==> src/rtl/c4_move_controller.sv <==
// ============================================================================
// c4_move_controller
// ----------------------------------------------------------------------------
// Sequences one Connect-4 move. It takes a column request, checks that the
// column exists and is not full, and writes the piece into the board store.
// It then runs the external win checker. When the checker finishes, the
// controller does one of two things:
//   - it hands the turn over with a single turn_toggle pulse, or
//   - it ends the game because of a win or a draw.
// This block is the only driver of the turn tracker's enable.
//
// Optional feature macro: C4_DROP_ANIM_EN
//   When defined, a DROP state sits between VALIDATE and WRITE. During DROP
//   the block drives a falling-piece marker (o_anim_valid / o_anim_row). The
//   marker starts at the top row and steps down one row every DROP_CYCLES
//   clocks until it reaches the landing row.
//   When undefined, DROP does not exist and the marker outputs are tied to 0.
//
// Parameters:
//   COLS        number of board columns (1..8)
//   ROWS        number of board rows    (1..7)
//   DROP_CYCLES clocks per row step of the drop animation
//
// Ports:
//   clk            system clock
//   reset          synchronous active-high reset, doubles as new-game
//   i_move_req     one-cycle request to play i_move_col (seen only in IDLE)
//   i_move_col     requested column, 0 = leftmost
//   i_player       current colour from the turn tracker
//   o_wr_en        board write strobe
//   o_wr_row       board write row, 0 = bottom (held until the next write)
//   o_wr_col       board write column (held until the next write)
//   o_wr_colour    colour written (copy of i_player)
//   o_chk_start    one-cycle start pulse for the win checker
//   i_chk_done     win checker finished (seen only in CHK_WAIT)
//   i_chk_win      valid with i_chk_done, 1 = last move made four in a row
//   o_turn_toggle  enable pulse to the turn tracker
//   o_move_ack     move accepted and completed, game continues
//   o_move_reject  move refused (bad column, full column or game over)
//   o_busy         controller is not in IDLE
//   o_game_over    sticky until reset
//   o_winner       colour of the winner, 00 if none or draw
//   o_draw         sticky, board full with no winner
//   o_anim_valid   falling-piece marker valid
//   o_anim_row     falling-piece marker row
// ============================================================================
module c4_move_controller #(
    parameter int COLS        = 7,
    parameter int ROWS        = 6,
    parameter int DROP_CYCLES = 4
) (
    input  logic       clk,
    input  logic       reset,
    input  logic       i_move_req,
    input  logic [2:0] i_move_col,
    input  logic [1:0] i_player,
    output logic       o_wr_en,
    output logic [2:0] o_wr_row,
    output logic [2:0] o_wr_col,
    output logic [1:0] o_wr_colour,
    output logic       o_chk_start,
    input  logic       i_chk_done,
    input  logic       i_chk_win,
    output logic       o_turn_toggle,
    output logic       o_move_ack,
    output logic       o_move_reject,
    output logic       o_busy,
    output logic       o_game_over,
    output logic [1:0] o_winner,
    output logic       o_draw,
    output logic       o_anim_valid,
    output logic [2:0] o_anim_row
);

    // Total number of cells on the board. The board is full when the piece
    // counter reaches this value.
    localparam int         CELLS    = ROWS * COLS;
    localparam logic [5:0] CELLS_W  = 6'(CELLS);
    localparam logic [2:0] ROWS_W   = 3'(ROWS);
    localparam logic [3:0] COLS_W   = 4'(COLS);

`ifdef C4_DROP_ANIM_EN
    localparam int         CW       = (DROP_CYCLES > 1) ? $clog2(DROP_CYCLES) : 1;
    localparam logic [CW-1:0] DROP_LAST = CW'(DROP_CYCLES - 1);
`endif

    typedef enum logic [3:0] {
        IDLE,
        VALIDATE,
`ifdef C4_DROP_ANIM_EN
        DROP,
`endif
        WRITE,
        CHK_START,
        CHK_WAIT,
        TOGGLE,
        REJECT,
        OVER
    } state_t;

    state_t     r_state;
    logic [2:0] r_col;
    logic [5:0] r_pieceCnt;

    // The height table always has eight entries, so any 3-bit column index
    // is legal. Entries at COLS and above are never written.
    logic [2:0] r_height [0:7];

`ifdef C4_DROP_ANIM_EN
    logic [CW-1:0] r_dropCnt;
`endif

    logic [2:0] w_curHeight;
    logic       w_colInRange;
    logic       w_colFull;

    // Height of the latched column and the two ways a move can be refused.
    // The column is zero-extended before the compare so that COLS = 8 still
    // works with a 3-bit column.
    always_comb begin
        w_curHeight  = r_height[r_col];
        w_colInRange = ({1'b0, r_col} < COLS_W);
        w_colFull    = (w_curHeight == ROWS_W);
    end

    // Main move sequencer. The state register and all outputs are updated
    // together, so each output is already valid in the cycle its state
    // becomes current.
    //
    // Pulse outputs default low every cycle and are raised only on entry to
    // the state that owns them.
    //
    // wr_row and wr_col are left alone outside WRITE. The win checker keeps
    // reading them after the write strobe has gone.
    //
    // Reset clears the board bookkeeping from any state. This includes an
    // animation in progress: the piece is dropped with nothing written.
    always_ff @(posedge clk) begin
        if (reset) begin
            r_state       <= IDLE;
            r_col         <= '0;
            r_pieceCnt    <= '0;
            o_wr_en       <= 1'b0;
            o_wr_row      <= '0;
            o_wr_col      <= '0;
            o_wr_colour   <= '0;
            o_chk_start   <= 1'b0;
            o_turn_toggle <= 1'b0;
            o_move_ack    <= 1'b0;
            o_move_reject <= 1'b0;
            o_busy        <= 1'b0;
            o_game_over   <= 1'b0;
            o_winner      <= '0;
            o_draw        <= 1'b0;
            for (int c = 0; c < 8; c++) begin
                r_height[c] <= '0;
            end
`ifdef C4_DROP_ANIM_EN
            o_anim_valid  <= 1'b0;
            o_anim_row    <= '0;
            r_dropCnt     <= '0;
`endif
        end else begin
            o_wr_en       <= 1'b0;
            o_chk_start   <= 1'b0;
            o_turn_toggle <= 1'b0;
            o_move_ack    <= 1'b0;
            o_move_reject <= 1'b0;

            case (r_state)
                IDLE: begin
                    if (i_move_req) begin
                        r_col   <= i_move_col;
                        r_state <= VALIDATE;
                        o_busy  <= 1'b1;
                    end
                end

                VALIDATE: begin
                    if (!w_colInRange || w_colFull) begin
                        o_move_reject <= 1'b1;
                        r_state       <= REJECT;
                    end else begin
`ifdef C4_DROP_ANIM_EN
                        o_anim_valid <= 1'b1;
                        o_anim_row   <= ROWS_W - 3'd1;
                        r_dropCnt    <= '0;
                        r_state      <= DROP;
`else
                        o_wr_en      <= 1'b1;
                        o_wr_row     <= w_curHeight;
                        o_wr_col     <= r_col;
                        o_wr_colour  <= i_player;
                        r_state      <= WRITE;
`endif
                    end
                end

`ifdef C4_DROP_ANIM_EN
                // The marker stays on each row for DROP_CYCLES clocks. Once
                // it has stayed that long on the landing row, the real write
                // follows in the next cycle.
                DROP: begin
                    if (r_dropCnt == DROP_LAST) begin
                        r_dropCnt <= '0;
                        if (o_anim_row == w_curHeight) begin
                            o_anim_valid <= 1'b0;
                            o_anim_row   <= '0;
                            o_wr_en      <= 1'b1;
                            o_wr_row     <= w_curHeight;
                            o_wr_col     <= r_col;
                            o_wr_colour  <= i_player;
                            r_state      <= WRITE;
                        end else begin
                            o_anim_row <= o_anim_row - 3'd1;
                        end
                    end else begin
                        r_dropCnt <= r_dropCnt + CW'(1);
                    end
                end
`endif

                WRITE: begin
                    r_height[r_col] <= w_curHeight + 3'd1;
                    r_pieceCnt      <= r_pieceCnt + 6'd1;
                    o_chk_start     <= 1'b1;
                    r_state         <= CHK_START;
                end

                CHK_START: begin
                    r_state <= CHK_WAIT;
                end

                // The piece count already includes the piece just placed.
                // A win is tested first: a move that completes four in a
                // row and also fills the board is a win, not a draw.
                CHK_WAIT: begin
                    if (i_chk_done) begin
                        if (i_chk_win) begin
                            o_winner    <= i_player;
                            o_game_over <= 1'b1;
                            r_state     <= OVER;
                        end else if (r_pieceCnt == CELLS_W) begin
                            o_draw      <= 1'b1;
                            o_game_over <= 1'b1;
                            r_state     <= OVER;
                        end else begin
                            o_turn_toggle <= 1'b1;
                            o_move_ack    <= 1'b1;
                            r_state       <= TOGGLE;
                        end
                    end
                end

                TOGGLE: begin
                    o_busy  <= 1'b0;
                    r_state <= IDLE;
                end

                REJECT: begin
                    o_busy  <= 1'b0;
                    r_state <= IDLE;
                end

                // The game has ended. Any further request is refused, and
                // only reset leaves this state.
                OVER: begin
                    if (i_move_req) begin
                        o_move_reject <= 1'b1;
                    end
                end

                default: begin
                    o_busy  <= 1'b0;
                    r_state <= IDLE;
                end
            endcase
        end
    end

`ifndef C4_DROP_ANIM_EN
    // Without the animation feature there is no falling-piece marker.
    assign o_anim_valid = 1'b0;
    assign o_anim_row   = 3'd0;
`endif

endmodule

==> config.mk <==
export PLATFORM = sky130hd
export DESIGN_NAME = c4_move_controller
export DESIGN_NICKNAME = d
export VERILOG_FILES = /design/src/rtl/c4_move_controller.sv
export SDC_FILE = /design/constraint.sdc
export NUM_CORES = 1
export LEC_CHECK = 0
export ABC_AREA = 1
export ABC_CLOCK_PERIOD_IN_PS = 2600
export CAP_MARGIN = 25
export CORE_ASPECT_RATIO = 0.9
export CORE_MARGIN = 2
export CORE_UTILIZATION = 54
export CTS_CLUSTER_DIAMETER = 100
export DETAILED_ROUTE_END_ITERATION = 7
export GPL_TIMING_DRIVEN = 0
export PLACE_DENSITY_LB_ADDON = 0.1
export SETUP_SLACK_MARGIN = 0.4
export SYNTH_ARGS = -nofsm -noshare
export SYNTH_HDL_FRONTEND = slang
export SYNTH_SLANG_ARGS = --single-unit
==> constraint.sdc <==
create_clock -name clk -period 2.6 [get_ports clk]
set_clock_uncertainty 0.2 [all_clocks]
set_input_delay 0.78 -clock clk [delete_from_list [all_inputs] [get_ports clk]]
set_output_delay 0.78 -clock clk [all_outputs]
set_load 0.1 [all_outputs]
==> summary.txt, run 1 <==
Worst setup path
  – Reg2reg setup slack: 0.33 ns
  – Slowest CP cell: dfxtp_4
  – Cells along the critical path: buf_8, nor2_2, nor2_1, o21ai_1, o21ai_1, mux2i_1, inv_2, ha_4, nand3_4, nand3_4, inv_8, nand2_2, a21oi_2
  – R2r worst-path depth: 13
  – Capturing point of the worst reg2reg path: o_wr_col[0]$_SDFFE_PP0P_
  – WP depth: 13
  – Crit path to: o_wr_col[0]$_SDFFE_PP0P_
  – Startpoint types: flip-flop
  – Crit path required time: 2.65 ns
  – CP Class: reg -> reg
  – Worst EP arrival: 2.32 ns
  – CP Capture Type: flip-flop
  – Worst path buffer plus inverter count: 3
  – CP max stage delay: 0.39 ns
  – CP top delay family: simple AND/OR/NAND/NOR gates
  – Critical-path maximum fanout: 8

Timing
  – Slew Limit Fails: 0
  – Setup WS post-layout: 0.328 ns
  – Post-route minimum period: 2.27 ns
  – RSZ-0062 raised after global routing: yes
  – Maximum clock rate: 0.440 GHz
  – Worst-margin pin slew: 0.580 ns
  – Setup violators final: 0
  – Hold Fails Final Rpt: 0
  – Max_slew headroom: 61.3%
  – Final period util: 87.4%

Floorplan
  – Die W: 76.0 um
  – Starting Density: 56.5%
  – Core Area: 4460 sq um
  – Row Count: 23
  – IO Count: 32
  – Die area: 5230 sq um
  – Die Ht: 68.8 um

Synth
  – Syn_area_per_cell: 8.69 sq um
  – EDFF count, synth: 24
  – Synth Area in Adders: 1.99%
  – Cell Area, Synth: 2520 sq um
  – XOR/XNOR Fraction of Synth Area: 1.34%
  – Yosys warns: 0
  – Yosys cell types: 38
  – Synth Area in Compound Gates: 9.93%
  – Post-synthesis simple-gate area fraction: 23.2%
  – Largest family of logic cells by synthesized area: simple AND/OR/NAND/NOR gates
  – Synth async-reset ratio: 0%
  – Mux cell area share after synthesis: 0.794%
  – Post-Syn Instances: 290
  – Sequential area share after synthesis: 54.0%
  – Ys flop type: dfxtp_1
  – Register bit count reported by yosys: 56

Power
  – Power Total: 2480 uW
  – Maximum vdd drop: 0.432 mV
  – PwrDens: 751 nW/um^2
  – Leakage power: 0.00136 uW

CTS
  – Clk root buf: clkbuf_8
  – Worst-path clk slew: 0.10 ns
  – CTS Sinks: 56
  – H-Tree Level Count: 2
  – Num CTS Buffers: 5
  – Maximum root-to-sink buffer count: 2
  – Clock Latency Late Sink: 0.31 ns
  – CTS tree: done

Place
  – Pre-CTS WS: -0.0581 ns
  – Post-DP HPWL: 3740 um
  – Gpl congestion: 0.865
  – I/O Buffers: 26
  – Area post-placement: 2870 sq um
  – Inst Count DP: 381

Final layout
  – Final nets: 359
  – Fillers: 319
  – Non-filler cells, final: 408
  – Share of layout cells above drive strength 1: 29.8%
  – Most frequent cells in the layout: 51 x nand2_1, 45 x nor2_1, 29 x dfxtp_1
  – Final Cell Area: 3300 sq um
  – Commonest non-fill, non-tap cell in the layout: nand2_1
  – Reg area: 1370 sq um
  – Layout area overhead: 31.1%
  – Antenna Cells: 0
  – Area of the multi-input gates: 1120 sq um

Routing
  – Vias: 2161
  – Routed len/inst: 15.1 um
  – DRC Markers: 0
  – DRT iter0 DRCs: 172
  – Final ANT Viol Nets: 0
  – DR pass1 iterations: 4
  – Vias per inst: 5.30
  – Detailed Route WL: 6160 um

GRT
  – Initial antenna violation count: 0
  – Total GRT Usage: 22.0%
  – Grt ovf: 0
  – First-pass GRT wire length: 8870 um
  – Largest net degree at the start of global routing: 17
  – Number of global-route vias before repair: 1831

Hold path
  – Worst Hold Class: reg -> reg

Flow run
  – Max-Cap Viols: 0

Outcome
  – Outcome: completed
[worst min path at each step]
stage | startpoint | slack, ns | depth (start not counted) | to
5_1_grt | o_wr_colour[0]$_SDFFE_PP0P_ | 0.30 | 2 | o_wr_colour[0]$_SDFFE_PP0P_
3_5_place_dp | o_game_over$_SDFFE_PP0P_ | 0.24 | 2 | o_game_over$_SDFFE_PP0P_
2_1_floorplan | r_pieceCnt[5]$_SDFFE_PP0N_ | 0.27 | 2 | r_pieceCnt[5]$_SDFFE_PP0N_
4_1_cts | o_wr_colour[0]$_SDFFE_PP0P_ | 0.27 | 2 | o_wr_colour[0]$_SDFFE_PP0P_
3_3_place_gp | o_game_over$_SDFFE_PP0P_ | 0.25 | 2 | o_game_over$_SDFFE_PP0P_
6_report | o_winner[1]$_SDFFE_PP0P_ | 0.27 | 2 | o_winner[1]$_SDFFE_PP0P_
[through the flow]
step | setup TNS, ns | hold WS [ns] | utilization, %
after floorplan | 0 | 0.272 | -
after global placement | -0.00807 | 0.246 | 64.4
after detailed placement | -0.373 | 0.244 | 64.4
after CTS | 0 | 0.270 | 71.1
after global routing | 0 | 0.298 | 74.1
final | 0 | 0.269 | 74.1
[flip-flops by register name, summed over array words and instances (netlist names), named ones only]
register	cells
o_busy	1
o_chk_start	1
o_draw	1
o_game_over	1
o_move_ack	1
o_move_reject	1
o_winner	2
o_wr_col	3
o_wr_colour	2
o_wr_en	1
o_wr_row	3
r_col	3
r_height	24
r_pieceCnt	6
r_state	3
[kinds of logic (layout without fill, tap and decap cells)]
| family | Yosys count | count (layout) |
|---|---|---|
| other cells | 1 | 4 |
| fa+ha+maj | 4 | 4 |
| xor+xnor | 3 | 3 |
| mux | 2 | 2 |
| flops | 56 | 56 |
| simple gates | 130 | 131 |
| compound gates | 47 | 47 |
| buf+inv | 47 | 99 |
[layout make-up]
cell class | instances | area share, %
inverter | 34 | 4.17
timing repair buffer | 44 | 11.4
tap | 62 | 2.35
multi-input combinational | 191 | 33.8
buffer | 13 | 3.22
sequential | 56 | 41.4
clock buffer | 8 | 3.67
[per-layer routing]
| layer | track usage (%) | wire [um] | up-vias |
|---|---|---|---|
| met1 | 30.1 | 2680 | 1016 |
| met5 | 0 | 0 | - |
| met4 | 5.91 | 106 | 0 |
| met2 | 37.1 | 2980 | 82 |
| met3 | 3.91 | 398 | 13 |
| li1 | - | - | 1050 |
[worst min-delay path: cells and delay by family, from the launching register on]
kind               cells  cell delay, ns
DFF                    1            0.32
AOI/OAI and AO/OA      1            0.05
and+or+nand+nor        1            0.06
[cell usage after synthesis, types with 3 or more instances]
| cell | count | area (sq um) |
|---|---|---|
| a21oi_1 | 20 | 100 |
| buf_2 | 3 | 15.0 |
| buf_4 | 5 | 37.5 |
| dfxtp_1 | 32 | 641 |
| edfxtp_1 | 24 | 721 |
| ha_1 | 4 | 50.1 |
| inv_1 | 28 | 105 |
| inv_2 | 4 | 15.0 |
| nand2_1 | 56 | 210 |
| nand3_1 | 5 | 25.0 |
| nand3_2 | 3 | 30.0 |
| nor2_1 | 52 | 195 |
| nor2_4 | 3 | 33.8 |
| nor3_1 | 4 | 20.0 |
| o21ai_0 | 19 | 95.1 |
[power breakdown]
part | leakage [uW] | internal (uW) | switching, uW
logic | 0.000787 | 322 | 553
clock network | 0.0000627 | 302 | 279
registers | 0.000510 | 976 | 49.3
[what timing repair did]
action / in CTS / in global routing
pin swaps: 5 / 13
setup endpoints to repair: 45 / 43
gates resized for setup: 69 / 75
cloned: 1 / 1
setup buffers: 12 / 5
hold buffers: 0 / 0
Note: power is estimated with default switching activity, not from simulation.
==> run 2, diff against run 1 <==
CORE_ASPECT_RATIO = 1.1   (was 0.9)
==> summary.txt, run 2 (synthesis results as in run 1) <==
Final layout
  – Max FFs per register: 24 (unchanged)
  – Fillers: 386 (+21%)
  – Largest regs: r_height: 24 flops, r_pieceCnt: 6 flops
  – Commonest non-fill, non-tap cell in the layout: nand2_1
  – Non-filler cells, final: 393 (-3.7%)
  – Final Cell Area: 3140 sq um (-4.8%)
  – Reg area: 1370 sq um (unchanged)
  – Area of the multi-input gates: 1090 sq um (-2.1%)
  – Layout area overhead: 24.7%
  – Core Util, Final: 69.0% (-5.0 points)
  – Share of layout cells above drive strength 1: 25.8% (-4.0 points)
  – Most frequent cells in the layout: 52 x nand2_1, 47 x nor2_1, 29 x dfxtp_1
  – Final nets: 350 (-2.5%)
  – Antenna Cells: 0 (unchanged)
  – Most flops, register: r_height

GRT
  – First-pass GRT wire length: 8780 um (-1.0%)
  – Initial antenna violation count: 0 (unchanged)
  – Number of global-route vias before repair: 1911 (+4.4%)
  – Total GRT Usage: 21.7% (-0.28 points)
  – Grt ovf: 0 (unchanged)
  – Largest net degree at the start of global routing: 17 (unchanged)

Place
  – Gpl congestion: 0.817 (-5.6%)
  – Area post-placement: 2860 sq um (-0.26%)
  – I/O Buffers: 26 (unchanged)
  – Inst Count DP: 375 (-1.6%)
  – Post-DP HPWL: 3780 um (+0.96%)

Floorplan
  – Die W: 69.1 um (-9.0%)
  – Core Area: 4550 sq um (+2.1%)
  – IO Count: 32 (unchanged)
  – Starting Density: 55.3% (-1.2 points)
  – Die Ht: 75.6 um (+9.9%)
  – Row Count: 26 (+13%)
  – Die area: 5230 sq um (about the same)

CTS
  – Maximum root-to-sink buffer count: 2 (unchanged)
  – Num CTS Buffers: 5 (unchanged)
  – H-Tree Level Count: 2 (unchanged)
  – CTS Sinks: 56 (unchanged)
  – Clock Latency Late Sink: 0.31 ns (about the same)
  – Hold Buf Count CTS: 0 (unchanged)
  – Worst-path clk slew: 0.10 ns (about the same)
  – Clk root buf: clkbuf_8
  – CTS tree: done

Timing
  – Post-route minimum period: 2.24 ns (-0.0335 ns)
  – Hold Fails Final Rpt: 0 (unchanged)
  – Slew Limit Fails: 0 (unchanged)
  – Max_slew headroom: 62.0% (+0.67 points)
  – Maximum clock rate: 0.447 GHz (+1.5%)
  – Setup TNS: 0 ns (unchanged)
  – Final Hold Slack: 0.266 ns (-0.00254 ns)
  – Final period util: 86.1% (-1.3 points)
  – RSZ-0062 raised after global routing: yes
  – Setup violators final: 0 (unchanged)
  – Worst-margin pin slew: 0.570 ns (-0.0101 ns)

Power
  – Sequential share of power: 44.2% (+2.9 points)
  – Leakage power: 0.00130 uW (-4.4%)
  – Logic pwr share: 31.3% (-4.0 points)
  – PwrDens: 735 nW/um^2 (-2.1%)
  – Clock power frac: 24.5% (+1.1 points)
  – Switching portion of total power: 35.7% (+0.13 points)
  – Maximum vdd drop: 0.341 mV (-21%)
  – Switching Power: 824 uW (-6.5%)
  – P_int: 1490 uW (-7.1%)

Routing
  – Vias: 2023 (-6.4%)
  – DRT iter0 DRCs: 99 (-42%)
  – Routed len/inst: 14.1 um (-6.4%)
  – DRC Markers: 0 (unchanged)
  – Detailed Route WL: 5560 um (-9.8%)
  – Vias per inst: 5.15 (-2.8%)
  – DR pass1 iterations: 4 (unchanged)
  – Final ANT Viol Nets: 0 (unchanged)

Worst setup path
  – Startpoint types: flip-flop
  – Critical-path maximum fanout: 8 (unchanged)
  – CP Class: reg -> reg
  – CP Capture Type: flip-flop
  – Worst EP arrival: 2.11 ns (-0.21 ns)
  – Crit path required time: 2.47 ns (-0.18 ns)

Hold path
  – Worst Hold Class: reg -> reg

Outcome
  – Outcome: completed

Flow run
  – Max-Cap Viols: 0 (unchanged)
[run 2: per-layer routing]
metal	part of all wire, %	GRT usage (%)
met1	41	24.4
met4	1.1	8.06
met2	54	41.2
met5	0	0
met3	3.1	4.76
[run 2: power groups by stage]
stage / logic, uW / registers, uW / clock network [uW]
floorplan: 306 / 1180 / 0
CTS: 650 / 1020 / 572
finish: 723 / 1020 / 565
global placement: 592 / 1040 / 0
global route: 776 / 1030 / 606
detailed placement: 595 / 1040 / 0
[run 2: cell type report]
class	count	share of cell area [%]
clock buffer	6	2.31
multi-input combinational	191	34.8
inverter	34	4.30
sequential	56	43.5
buffer	13	3.38
timing repair buffer	35	8.40
clock inverter	2	1.11
tap	56	2.23
[run 2: through the flow]
step	power, uW	setup WS (ns)
2_1_floorplan	1480	0.458
5_1_grt	2410	0.280
3_5_place_dp	1630	-0.0473
6_report	2310	0.362
4_1_cts	2240	0.340
3_3_place_gp	1630	-0.0948
[run 2: repair_timing]
action / 4_1_cts / 5_1_grt
cloned: 2 / 0
buffers inserted: 4 / 4
resized for setup: 80 / 54
pin swaps: 5 / 8
setup endpoints to repair: 45 / 40
[run 2: path summary, 6_finish.rpt]
path	end	startpoint	slack (ns)	depth (start not counted)
hold reg to reg	o_winner[0]$_SDFFE_PP0P_	o_winner[0]$_SDFFE_PP0P_	0.27	2
hold / removal	o_winner[0]$_SDFFE_PP0P_	o_winner[0]$_SDFFE_PP0P_	0.27	2
setup / recovery	r_height[2][2]$_SDFFCE_PN0P_	flip-flop	0.36	10
setup reg to reg	r_height[2][2]$_SDFFCE_PN0P_	flip-flop	0.36	10
[run 2: critical path: stages, from the launching register on]
cell and delay [ns]:
dfxtp_4 0.38, buf_6 0.14, nor2_4 0.09, nor2_1 0.05, o21ai_2 0.05, o21ai_1 0.09
mux2i_1 0.23, inv_1 0.16, ha_2 0.23, xor2_4 0.28, nor2_1 0.09
